==> src/rtl/rh_latch_pkg.sv <==
// Shared definitions for the rh_latch NAND-latch model: state encoding,
// output decode constants, default parameters and small helper functions.
package rh_latch_pkg;

  localparam int SYNC_STAGES_DEF   = 2;
  localparam int FILTER_CYCLES_DEF = 1;

  typedef enum logic [1:0] {
    CLR    = 2'b00,
    SET    = 2'b01,
    FORBID = 2'b10
  } rh_state_e;

  // Packed as {q, p}
  typedef struct packed {
    logic q;
    logic p;
  } rh_out_t;

  localparam rh_out_t OUT_CLR    = 2'b01;
  localparam rh_out_t OUT_SET    = 2'b10;
  localparam rh_out_t OUT_FORBID = 2'b11;

  function automatic rh_out_t decode(input rh_state_e s);
    rh_out_t o;
    case (s)
      SET:     o = OUT_SET;
      FORBID:  o = OUT_FORBID;
      default: o = OUT_CLR;
    endcase
    return o;
  endfunction

  // Next state from the filtered active-low inputs. Leaving FORBID with both
  // inputs released at once resolves to CLR so the outcome is deterministic.
  function automatic rh_state_e next_state(input rh_state_e s, input logic r, input logic h);
    rh_state_e n;
    case ({r, h})
      2'b11:   n = (s == FORBID) ? CLR : s;
      2'b01:   n = CLR;
      2'b10:   n = SET;
      default: n = FORBID;
    endcase
    return n;
  endfunction

endpackage

==> src/rtl/rh_sync.sv <==
// Input conditioner: SYNC_STAGES-deep synchronizer followed by a stability
// filter that accepts a new level only after FILTER_CYCLES consecutive equal
// synchronized samples. All flops reset to 1 (input inactive).
module rh_sync #(
  parameter int SYNC_STAGES   = 2,
  parameter int FILTER_CYCLES = 1
) (
  input  logic clk,
  input  logic rst,
  input  logic async_i,
  output logic level_o
);

  localparam int            CW       = (FILTER_CYCLES > 1) ? $clog2(FILTER_CYCLES) : 1;
  localparam logic [CW-1:0] CNT_LOAD = CW'(FILTER_CYCLES - 1);

  logic [SYNC_STAGES-1:0] sync_q;
  logic                   sync_s;
  logic                   filt_q;
  logic                   filt_d;
  logic [CW-1:0]          cnt_q;
  logic                   differ;
  logic                   accept;

  // Synchronizer shift chain; stage 0 samples the asynchronous pin.
  always_ff @(posedge clk or posedge rst) begin
    if (rst) begin
      sync_q <= '1;
    end else begin
      sync_q[0] <= async_i;
      for (int i = 1; i < SYNC_STAGES; i++) begin
        sync_q[i] <= sync_q[i-1];
      end
    end
  end

  assign sync_s = sync_q[SYNC_STAGES-1];
  assign differ = (sync_s != filt_q);
  // Down-counter reaching zero while the sample still differs means the
  // sample has now been seen FILTER_CYCLES times in a row.
  assign accept = differ && (cnt_q == '0);
  assign filt_d = accept ? sync_s : filt_q;
  assign level_o = filt_d;

  // Stability filter: reload the down-counter whenever the sample agrees
  // with the accepted level, count down while it disagrees.
  always_ff @(posedge clk or posedge rst) begin
    if (rst) begin
      filt_q <= 1'b1;
      cnt_q  <= CNT_LOAD;
    end else if (!differ || accept) begin
      filt_q <= filt_d;
      cnt_q  <= CNT_LOAD;
    end else begin
      cnt_q  <= cnt_q - CW'(1);
    end
  end

endmodule

==> src/rtl/rh_latch.sv <==
// Clocked model of a cross-coupled NAND latch with active-low R (clear) and
// H (set) inputs. Q and P are registered decodes of the latch state.
// Optional sticky illegal-input flag: define RH_LATCH_ILLEGAL_FLAG_EN to add
// the err output.
//
//   state  | meaning
//   CLR    | latch cleared, Q=0 P=1
//   SET    | latch set,     Q=1 P=0
//   FORBID | both inputs active, both NAND outputs forced high, Q=1 P=1
module rh_latch
  import rh_latch_pkg::*;
#(
  parameter int SYNC_STAGES   = SYNC_STAGES_DEF,
  parameter int FILTER_CYCLES = FILTER_CYCLES_DEF
) (
  input  logic clk,
  input  logic rst,
  input  logic R,
  input  logic H,
  output logic P,
  output logic Q
`ifdef RH_LATCH_ILLEGAL_FLAG_EN
  ,
  output logic err
`endif
);

  logic      r_f;
  logic      h_f;
  rh_state_e state_q;
  rh_state_e state_d;
  rh_out_t   out_q;

  rh_sync #(
    .SYNC_STAGES  (SYNC_STAGES),
    .FILTER_CYCLES(FILTER_CYCLES)
  ) u_sync_r (
    .clk    (clk),
    .rst    (rst),
    .async_i(R),
    .level_o(r_f)
  );

  rh_sync #(
    .SYNC_STAGES  (SYNC_STAGES),
    .FILTER_CYCLES(FILTER_CYCLES)
  ) u_sync_h (
    .clk    (clk),
    .rst    (rst),
    .async_i(H),
    .level_o(h_f)
  );

  // Next-state decode from the filtered input pair.
  always_comb begin
    state_d = next_state(state_q, r_f, h_f);
  end

  // State register with outputs decoded from the next state so Q/P change
  // on the same edge as the state.
  always_ff @(posedge clk or posedge rst) begin
    if (rst) begin
      state_q <= CLR;
      out_q   <= OUT_CLR;
    end else begin
      state_q <= state_d;
      out_q   <= decode(state_d);
    end
  end

  assign Q = out_q.q;
  assign P = out_q.p;

`ifdef RH_LATCH_ILLEGAL_FLAG_EN
  logic err_q;

  // Sticky flag set on entry into FORBID, cleared only by reset.
  always_ff @(posedge clk or posedge rst) begin
    if (rst) begin
      err_q <= 1'b0;
    end else if ((state_d == FORBID) && (state_q != FORBID)) begin
      err_q <= 1'b1;
    end
  end

  assign err = err_q;
`endif

endmodule

==> config.mk <==
export PLATFORM = sky130hd
export DESIGN_NAME = rh_latch
export DESIGN_NICKNAME = d
export VERILOG_FILES = /design/src/rtl/rh_latch_pkg.sv /design/src/rtl/rh_sync.sv /design/src/rtl/rh_latch.sv
export SDC_FILE = /design/constraint.sdc
export NUM_CORES = 1
export LEC_CHECK = 0
export CAP_MARGIN = 20
export CORE_AREA = 2 2 39 41
export CTS_BUF_LIST = sky130_fd_sc_hd__clkbuf_2
export DETAILED_ROUTE_END_ITERATION = 7
export DIE_AREA = 0 0 41 43
export PLACE_DENSITY = 0.6
export SLEW_MARGIN = 20
export SYNTH_ARGS = -nofsm -noshare
export SYNTH_HDL_FRONTEND = slang
export SYNTH_HIERARCHICAL = 1
export SYNTH_SLANG_ARGS = --single-unit
==> constraint.sdc <==
create_clock -name clk -period 3.9 [get_ports clk]
set_clock_uncertainty 0.2 [all_clocks]
set_input_delay 1.17 -clock clk [delete_from_list [all_inputs] [get_ports clk]]
set_output_delay 1.17 -clock clk [all_outputs]
set_load 0.005 [all_outputs]
==> results of run 1 <==
[registers in the layout, summed over array words and instances (netlist names)]
name	count
state_q	2
u_sync_h/cnt_q	1
u_sync_r/cnt_q	1
u_sync_h/sync_q	2
u_sync_r/filt_q	1
u_sync_r/sync_q	2
Q	1
u_sync_h/filt_q	1
P	1
[kinds of logic (layout without fill, tap and decap cells)]
family,count (synthesis),count (layout)
adders and majority gates,2,2
DFF,12,12
buffers and inverters,6,15
muxes,4,4
other,2,2
AOI/OAI and AO/OA,3,3
and+or+nand+nor,2,2
[power groups by stage]
stage | clock network (uW) | logic, uW | registers [uW]
finish | 60.3 | 36.1 | 148
global route | 71.3 | 41.3 | 149
CTS | 64.1 | 37.2 | 148
detailed placement | 0 | 36.7 | 150
global placement | 0 | 33.9 | 149
floorplan | 0 | 18.4 | 150
[layout make-up]
cell class	instances	area [um2]	share of cell area
Clock inverter	1	3.75	0.00713
Tap cell	16	20.0	0.0380
Inverter	6	22.5	0.0428
Multi-Input combinational cell	13	106	0.202
Clock buffer	3	15.0	0.0285
Sequential cell	12	309	0.587
Timing Repair Buffer	5	50.0	0.0950
[how the worst min path moves through the flow]
stage	startpoint	endpoint	slack, ps	cells after the start
floorplan	u_sync_h/sync_q[0]	u_sync_h/sync_q[1]	150	0
global placement	u_sync_h/sync_q[0]	u_sync_h/sync_q[1]	150	0
detailed placement	u_sync_r/sync_q[0]	u_sync_r/sync_q[1]	150	0
CTS	u_sync_h/sync_q[0]	u_sync_h/sync_q[1]	160	0
global route	u_sync_r/sync_q[0]	u_sync_r/sync_q[1]	170	0
finish	u_sync_r/sync_q[0]	u_sync_r/sync_q[1]	160	0
[cells in the mapped netlist (all sizes together)]
cell   number
dfstp       7
conb        2
dfrtp       5
nand3       1
o21ai       1
a31oi       1
nor2        1
inv         6
ha          2
mux2        4
a31o        1
[routing by layer]
layer / share of wire / wire length [um]
met1: 0.40 / 215
met3: 0.036 / 19
met5: 0 / 0
met2: 0.56 / 297
met4: 0 / 0
[stage by stage]
stage,util,area (um2)
4_1_cts,0.381,527
3_3_place_gp,0.367,508
2_1_floorplan,-,438
5_1_grt,0.381,527
6_report,0.381,527
3_5_place_dp,0.367,508
==> flow_summary_export.csv, run 1 <==
group,metric,value,unit
outcome,outcome,"finished, final reports clean",
layout,drive_above_1_share,0.350,
layout,area.growth.synth_to_final,20.3,%
synthesis,synth_nets,37,
global_route,gr-usage-met1,0.0825,
layout,final_cells,56,
synthesis,synth_top_area_share,0.420,
setup_path,crit_end,"P",
die,die_area,1760,um2
clocking,numCtsBuffers,3,
detailed_routing,ant_nets,0,
detailed_routing,drt_iter0_drc,5,
clocking,clk_latency,250,ps
setup_path,critical_path_class,"reg -> out",
die,die_x,41,um
global_route,grt_first_pass_wirelength,903,um
synthesis,synthMuxAreaShare,0.103,
min_path,hold_path_class,"reg -> reg",
global_route,grt_pass1_vias,258,
clocking,cts_tree,"done",
sta,min_period,2640,ps
setup_path,slowest_stage,"dfstp_2",
synthesis,ys_seq_elements,12,
power_and_ir_drop,clkPwrFrac,0.247,
sta,setup_viol,0,
detailed_routing,totalWireLength,532,um
die,rows,14,
placement,dp_slack,1550,ps
global_route,gr-usage-met2,0.119,
layout,fillers,136,
global_route,busiest_layer,"met2",
sta,finalCritPeriodShare,0.677,
power_and_ir_drop,power,244,uW
setup_path,ff2ff_path_depth,6,
global_route,met3_usage,0.0157,
synthesis,synth_xor_area_frac,0,
power_and_ir_drop,p_seq_frac,0.605,
detailed_routing,routedWlPerCell,9.50,um
setup_path,cp_num_buf_inv,1,
setup_path,reg2reg_to,"Q",
synthesis,synth_top_family_by_area,"multiplexers",
power_and_ir_drop,p_leak,0.000243,uW
clocking,post_cts_buffers,0,
die,initial_utilization,0.316,
synthesis,synth_area_per_cell,14.1,um2
layout,diodes,0,
clocking,hold_buffers,0,
placement,dp.cells,52,
setup_path,cp_max_fo,1,
global_route,grt_antenna_before_repair,0,
setup_path,ff2ff_setup_slack,2050,ps
sta,setup_ws,1260,ps
die,ios,6,
setup_path,max_stage_delay,530,ps
synthesis,synth_area_leader_cell,"dfstp_2",
layout,layout.nets,47,
synthesis,synthSimpleGateAreaFrac,0.0200,
synthesis,synth_warnings,6,
placement,globalplace.congestion,0.652,
clocking,cts-root-buf,"clkbuf_2",
power_and_ir_drop,swShare,0.240,
setup_path,crit_family,"flip-flops",
setup_path,critPathLaunch,"P",
placement,post-dp-hpwl,433,um
detailed_routing,dr.pass1.iters,2,
run,maxCapViolations,0,
setup_path,crit_chain,"clkdlybuf4s50_1",
global_route,grt_max_degree,8,
synthesis,netlist_instances,31,
setup_path,path_depth,1,
setup_path,r2r_start,"u_sync_r/cnt_q",
placement,io_buffers,5,
synthesis,ys_seq_area_frac,0.706,
synthesis,synth_compound_area_frac,0.0457,
clocking,clk_path_buf_depth,2,
detailed_routing,viasPerCell,4.18,
synthesis,synthTopCellsByArea,"dfstp_2 42%, dfrtp_1 29%, mux2_2 10%",
power_and_ir_drop,powerDensity,463,nW/um2
sta,fmax,379,MHz
power_and_ir_drop,vdd_drop_max,0.182,mV
detailed_routing,vias,234,
global_route,grt_overflow_total,0,
sta,hold_violations,0,
setup_path,cp.arrival,1270,ps
synthesis,synth_fa_ha_area_frac,0.0571,
sta,fin_hold_ws,162,ps
setup_path,cp-start-kind,"flip-flop",
synthesis,synth_area,438,um2
clocking,htree_levels,1,
sta,rsz0062_at_grt,"no",
power_and_ir_drop,p_switching,58.6,uW
layout,final_cell_mix,"7 x dfstp_2, 6 x inv_1, 5 x dfrtp_1, 5 x clkdlybuf4s50_1, 4 x mux2_2",
sta,tns,0,ps
setup_path,required,2530,ps
clocking,clock-sinks,12,
layout,layout_commonest_cell,"dfstp_2",
synthesis,synth_cell_types,11,
die,coreArea,1380,um2
clocking,ctsResizeCount,0,
global_route,grt.total_usage,0.0820,
setup_path,worst_setup_path_end_kind,"output port",
power_and_ir_drop,combPwrFrac,0.148,
sta,slew_violations,0,
die,fp.dieH,43,um
detailed_routing,drc_errors,0,
clocking,clk_pin_slew,110,ps
power_and_ir_drop,p_int,186,uW
Power figures use the tool's default switching activity.
==> inputs of run 2 (changes only) <==
--- a/config.mk
+++ b/config.mk
@@ -10,7 +10,7 @@
 export CTS_BUF_LIST = sky130_fd_sc_hd__clkbuf_2
 export DETAILED_ROUTE_END_ITERATION = 7
 export DIE_AREA = 0 0 41 43
-export PLACE_DENSITY = 0.6
+export PLACE_DENSITY = 0.62
 export SLEW_MARGIN = 20
 export SYNTH_ARGS = -nofsm -noshare
 export SYNTH_HDL_FRONTEND = slang
==> constraint.sdc (replaced) <==
create_clock -name clk -period 2.26 [get_ports clk]
set_clock_uncertainty 0.2 [all_clocks]
set_input_delay 0.678 -clock clk [delete_from_list [all_inputs] [get_ports clk]]
set_output_delay 0.678 -clock clk [all_outputs]
set_load 0.005 [all_outputs]
==> run 2 against run 1 <==
Compared with the run above:
- worst hold slack got worse by 1.7 ps
- routed wire length rose by 7.1%
- cell count did not move
==> flow_summary_export.csv, run 2 (synthesized netlist as in run 1, its figures left out) <==
group,metric,value,unit
outcome,outcome,"finished, final reports clean",
setup_path,ff2ff_setup_slack,450,ps
die,rows,14,
sta,fin_hold_ws,161,ps
die,die_x,41,um
global_route,grt_first_pass_wirelength,1.02,mm
global_route,grt_max_degree,8,
detailed_routing,totalWireLength,570,um
min_path,holdCritStartpoint,"u_sync_r/sync_q[0]",
detailed_routing,dr.pass1.iters,2,
setup_path,cp.arrival,1270,ps
sta,setup_viol,0,
power_and_ir_drop,swShare,0.248,
global_route,grt.total_usage,0.0991,
clocking,clock-sinks,12,
global_route,grt_pass1_vias,274,
detailed_routing,routedWlPerCell,10.2,um
sta,finalCritPeriodShare,0.950,
setup_path,cp-start-kind,"flip-flop",
placement,globalplace.congestion,0.631,
clocking,hold_buffers,0,
power_and_ir_drop,p_switching,106,uW
die,die_area,1760,um2
power_and_ir_drop,p_seq_frac,0.601,
sta,rsz0062_at_grt,"no",
power_and_ir_drop,combPwrFrac,0.143,
layout,diodes,0,
global_route,met3_usage,0.0628,
setup_path,reg2reg_to,"Q",
sta,fmax,466,MHz
global_route,gr-usage-met2,0.147,
sta,min_period,2150,ps
power_and_ir_drop,p_leak,0.000243,uW
placement,dp.cells,52,
detailed_routing,drc_errors,0,
clocking,clk_latency,270,ps
power_and_ir_drop,vdd_drop_max,0.324,mV
setup_path,cp_num_buf_inv,1,
power_and_ir_drop,p_int,320,uW
power_and_ir_drop,power,425,uW
die,initial_utilization,0.316,
setup_path,max_stage_delay,530,ps
power_and_ir_drop,powerDensity,808,nW/um2
setup_path,required,1380,ps
layout,drive_above_1_share,0.350,
sta,setup_ws,113,ps
global_route,gr-usage-met1,0.0782,
setup_path,critical_path_class,"reg -> out",
placement,dp_slack,396,ps
run,maxCapViolations,0,
layout,layout.nets,47,
layout,final_cell_mix,"7 x dfstp_2, 6 x inv_1, 5 x dfrtp_1, 5 x clkdlybuf4s50_1, 4 x mux2_2",
die,ios,6,
placement,io_buffers,5,
layout,layout_commonest_cell,"dfstp_2",
detailed_routing,ant_nets,0,
setup_path,cp_max_fo,1,
clocking,ctsResizeCount,0,
layout,area.growth.synth_to_final,20.3,%
clocking,cts-root-buf,"clkbuf_2",
setup_path,ff2ff_path_depth,6,
sta,tns,0,ps
clocking,cts_tree,"done",
min_path,min_path_cells,0,
setup_path,crit_family,"flip-flops",
detailed_routing,drt_iter0_drc,10,
min_path,hold_path_class,"reg -> reg",
global_route,grt_overflow_total,0,
layout,reg_top3,"state_q (2), u_sync_h/sync_q (2), u_sync_r/sync_q (2)",
clocking,clk_pin_slew,100,ps
global_route,grt_antenna_before_repair,0,
die,coreArea,1380,um2
clocking,post_cts_buffers,0,
sta,slew_violations,0,
setup_path,worst_setup_path_end_kind,"output port",
setup_path,slowest_stage,"dfstp_2",
setup_path,r2r_start,"u_sync_h/cnt_q",
detailed_routing,vias,240,
layout,final_cells,56,
die,fp.dieH,43,um
power_and_ir_drop,clkPwrFrac,0.255,
detailed_routing,viasPerCell,4.29,
sta,hold_violations,0,
min_path,holdPathEnd,"u_sync_r/sync_q[1]",
clocking,clk_path_buf_depth,2,
setup_path,crit_chain,"clkdlybuf4s50_1",
clocking,htree_levels,1,
clocking,numCtsBuffers,3,
global_route,busiest_layer,"met2",
run 2: worst max path at each step:
stage	cells after the start	from	end	slack, ps
4_1_cts	1	P	P	90
5_1_grt	1	P	P	40
3_3_place_gp	1	P	P	400
6_report	1	P	P	110
2_1_floorplan	6	u_sync_r/cnt_q	Q	540
3_5_place_dp	1	P	P	400
run 2: through the flow:
step,cell area (um2),utilization
4_1_cts,527,0.381
3_5_place_dp,508,0.367
5_1_grt,527,0.381
3_3_place_gp,508,0.367
6_report,527,0.381
2_1_floorplan,438,-
run 2: per-layer routing:
metal / up-vias / wire length (um) / share of wire
li1: 113 / - / -
met1: 118 / 199 / 0.35
met2: 7 / 323 / 0.57
met3: 2 / 29 / 0.051
met4: 0 / 17 / 0.030
met5: - / 0 / 0
run 2: power by group through the flow:
stage                     clock network [uW]  logic (uW)  registers [uW]
after floorplan                            0        31.7             258
final                                    109        61.0             256
after detailed placement                   0        62.6             260
after CTS                                111        62.6             256
after global placement                     0        58.3             257
after global routing                     130        71.0             258
run 2: worst reg2reg max path, stage by stage (launching register included):
cell and delay [ps]:
dfrtp_1 380, mux2_2 360, ha_1 280, nor2_1 130
a31oi_1 60, ha_1 280, inv_1 30
run 2: layout make-up:
type,instances,area [um2]
multi-input combinational,13,106
tap,16,20.0
inverter,6,22.5
clock buffer,3,15.0
clock inverter,1,3.75
timing repair buffer,5,50.0
fill,140,857
sequential,12,309
==> inputs of run 3 (changes only) <==
--- a/config.mk
+++ b/config.mk
@@ -6,10 +6,10 @@
 export NUM_CORES = 1
 export LEC_CHECK = 0
 export CAP_MARGIN = 20
-export CORE_AREA = 2 2 39 41
+export CORE_AREA = 4 4 41 43
 export CTS_BUF_LIST = sky130_fd_sc_hd__clkbuf_2
 export DETAILED_ROUTE_END_ITERATION = 7
-export DIE_AREA = 0 0 41 43
+export DIE_AREA = 0 0 45 47
 export PLACE_DENSITY = 0.62
 export SLEW_MARGIN = 20
 export SYNTH_ARGS = -nofsm -noshare
==> run 3 against run 2 <==
Compared with the run above:
- sequential share of layout area grew 0.14 points
- sequential cell count is the same
- clock power shrank 5%
- first-iteration DRC count shrank 100%
- worst setup slack gained 3.9 ps
- largest power group unchanged
==> flow_summary_export.csv, run 3 (synthesized netlist as in run 1, its figures left out) <==
group,metric,value,unit
sta,finalCritPeriodShare,0.948,
setup_path,slowest_stage,"dfstp_2",
die,coreArea,1300,um2
global_route,grt_overflow_total,0,
detailed_routing,drt_iter0_drc,0,
global_route,grt_max_degree,8,
layout,drive_above_1_share,0.350,
power_and_ir_drop,power,420,uW
setup_path,r2r_start,"u_sync_r/cnt_q",
power_and_ir_drop,combPwrFrac,0.145,
setup_path,worst_setup_path_end_kind,"output port",
detailed_routing,highest_layer,"met3",
power_and_ir_drop,powerDensity,800,nW/um2
clocking,hold_buffers,0,
setup_path,required,1380,ps
global_route,grt_antenna_before_repair,0,
global_route,grt_first_pass_wirelength,1.02,mm
placement,io_buffers,5,
setup_path,ff2ff_setup_slack,440,ps
sta,hold_violations,0,
power_and_ir_drop,p_int,320,uW
setup_path,max_stage_delay,530,ps
setup_path,crit_family,"flip-flops",
layout,area.growth.synth_to_final,20.0,%
detailed_routing,met1Wirelength,220,um
setup_path,cp-start-kind,"flip-flop",
outcome,outcome,"finished, final reports clean",
clocking,htree_levels,1,
detailed_routing,routedWlPerCell,9.85,um
setup_path,cp_max_fo,1,
power_and_ir_drop,swShare,0.239,
sta,fmax,467,MHz
power_and_ir_drop,clkPwrFrac,0.248,
detailed_routing,vias,234,
global_route,grt.total_usage,0.0740,
min_path,holdCritStartpoint,"u_sync_r/sync_q[0]",
setup_path,crit_chain,"clkdlybuf4s50_1",
sta,tns,0,ps
clocking,clk_path_buf_depth,2,
die,rows,13,
clocking,post_cts_buffers,0,
clocking,cts-root-buf,"clkbuf_2",
min_path,holdPathEnd,"u_sync_r/sync_q[1]",
placement,dp.cells,51,
setup_path,ff2ff_path_depth,6,
layout,final_cell_mix,"7 x dfstp_2, 6 x inv_1, 5 x dfrtp_1, 5 x clkdlybuf4s50_1, 4 x mux2_2",
layout,reg_top3,"state_q (2), u_sync_h/sync_q (2), u_sync_r/sync_q (2)",
power_and_ir_drop,vdd_drop_max,0.239,mV
layout,final_cells,55,
power_and_ir_drop,p_switching,101,uW
die,fp.dieH,47,um
detailed_routing,drc_errors,0,
power_and_ir_drop,p_seq_frac,0.607,
run,maxCapViolations,0,
detailed_routing,met3WireLength,39,um
clocking,cts_tree,"done",
power_and_ir_drop,p_leak,0.000243,uW
layout,final_core_util,0.404,
clocking,numCtsBuffers,3,
setup_path,reg2reg_to,"Q",
die,die_area,2120,um2
sta,min_period,2140,ps
clocking,clk_pin_slew,110,ps
detailed_routing,viasPerCell,4.25,
die,die_x,45,um
sta,rsz0062_at_grt,"no",
sta,setup_viol,0,
sta,slew_violations,0,
layout,layout.nets,47,
die,initial_utilization,0.337,
detailed_routing,ant_nets,0,
setup_path,critical_path_class,"reg -> out",
global_route,grt_pass1_vias,238,
clocking,clk_latency,250,ps
clocking,clock-sinks,12,
layout,diodes,0,
detailed_routing,dr.pass1.iters,1,
clocking,ctsResizeCount,0,
min_path,min_path_cells,0,
setup_path,cp.arrival,1270,ps
layout,layout_commonest_cell,"dfstp_2",
placement,post-dp-hpwl,448,um
detailed_routing,totalWireLength,542,um
detailed_routing,wl_met2,282,um
setup_path,cp_num_buf_inv,1,
die,ios,6,
placement,globalplace.congestion,0.677,
min_path,hold_path_class,"reg -> reg",
run 3: area by class of cell:
type                            count  area, um2
Inverter                            6       22.5
Clock inverter                      1       3.75
Fill cell                         143        776
Tap cell                           15       18.8
Sequential cell                    12        309
Timing Repair Buffer                5       50.0
Multi-Input combinational cell     13        106
Clock buffer                        3       15.0
run 3: power groups by stage:
stage                     Combinational (uW)  Clock [uW]  Sequential, uW
after floorplan                         31.7           0             258
after global placement                  58.7           0             257
after detailed placement                62.5           0             260
after CTS                               62.8         112             256
after global routing                    69.9         119             258
final                                   61.0         104             255
run 3: layer usage:
| layer | up-vias | global-route usage |
|---|---|---|
| li1 | 112 | - |
| met2 | 6 | 0.107 |
| met3 | 0 | 0.0345 |
| met4 | 0 | 0.0702 |
| met1 | 116 | 0.0789 |
| met5 | - | 0 |
run 3: stage by stage:
stage | cell area [um2] | hold WS, ps | worst slack [ps]
2_1_floorplan | 438 | 145 | 536
3_3_place_gp | 507 | 147 | 402
3_5_place_dp | 507 | 150 | 396
4_1_cts | 526 | 163 | 87.1
5_1_grt | 526 | 171 | 50.6
6_report | 526 | 157 | 117
run 3: worst max-delay path by stage:
stage                        start  to  slack [ps]  cells past startpoint
floorplan           u_sync_r/cnt_q   Q         540                      6
global placement                 P   P         400                      1
detailed placement               P   P         400                      1
CTS                              P   P          90                      1
global route                     P   P          50                      1
finish                           P   P         120                      1
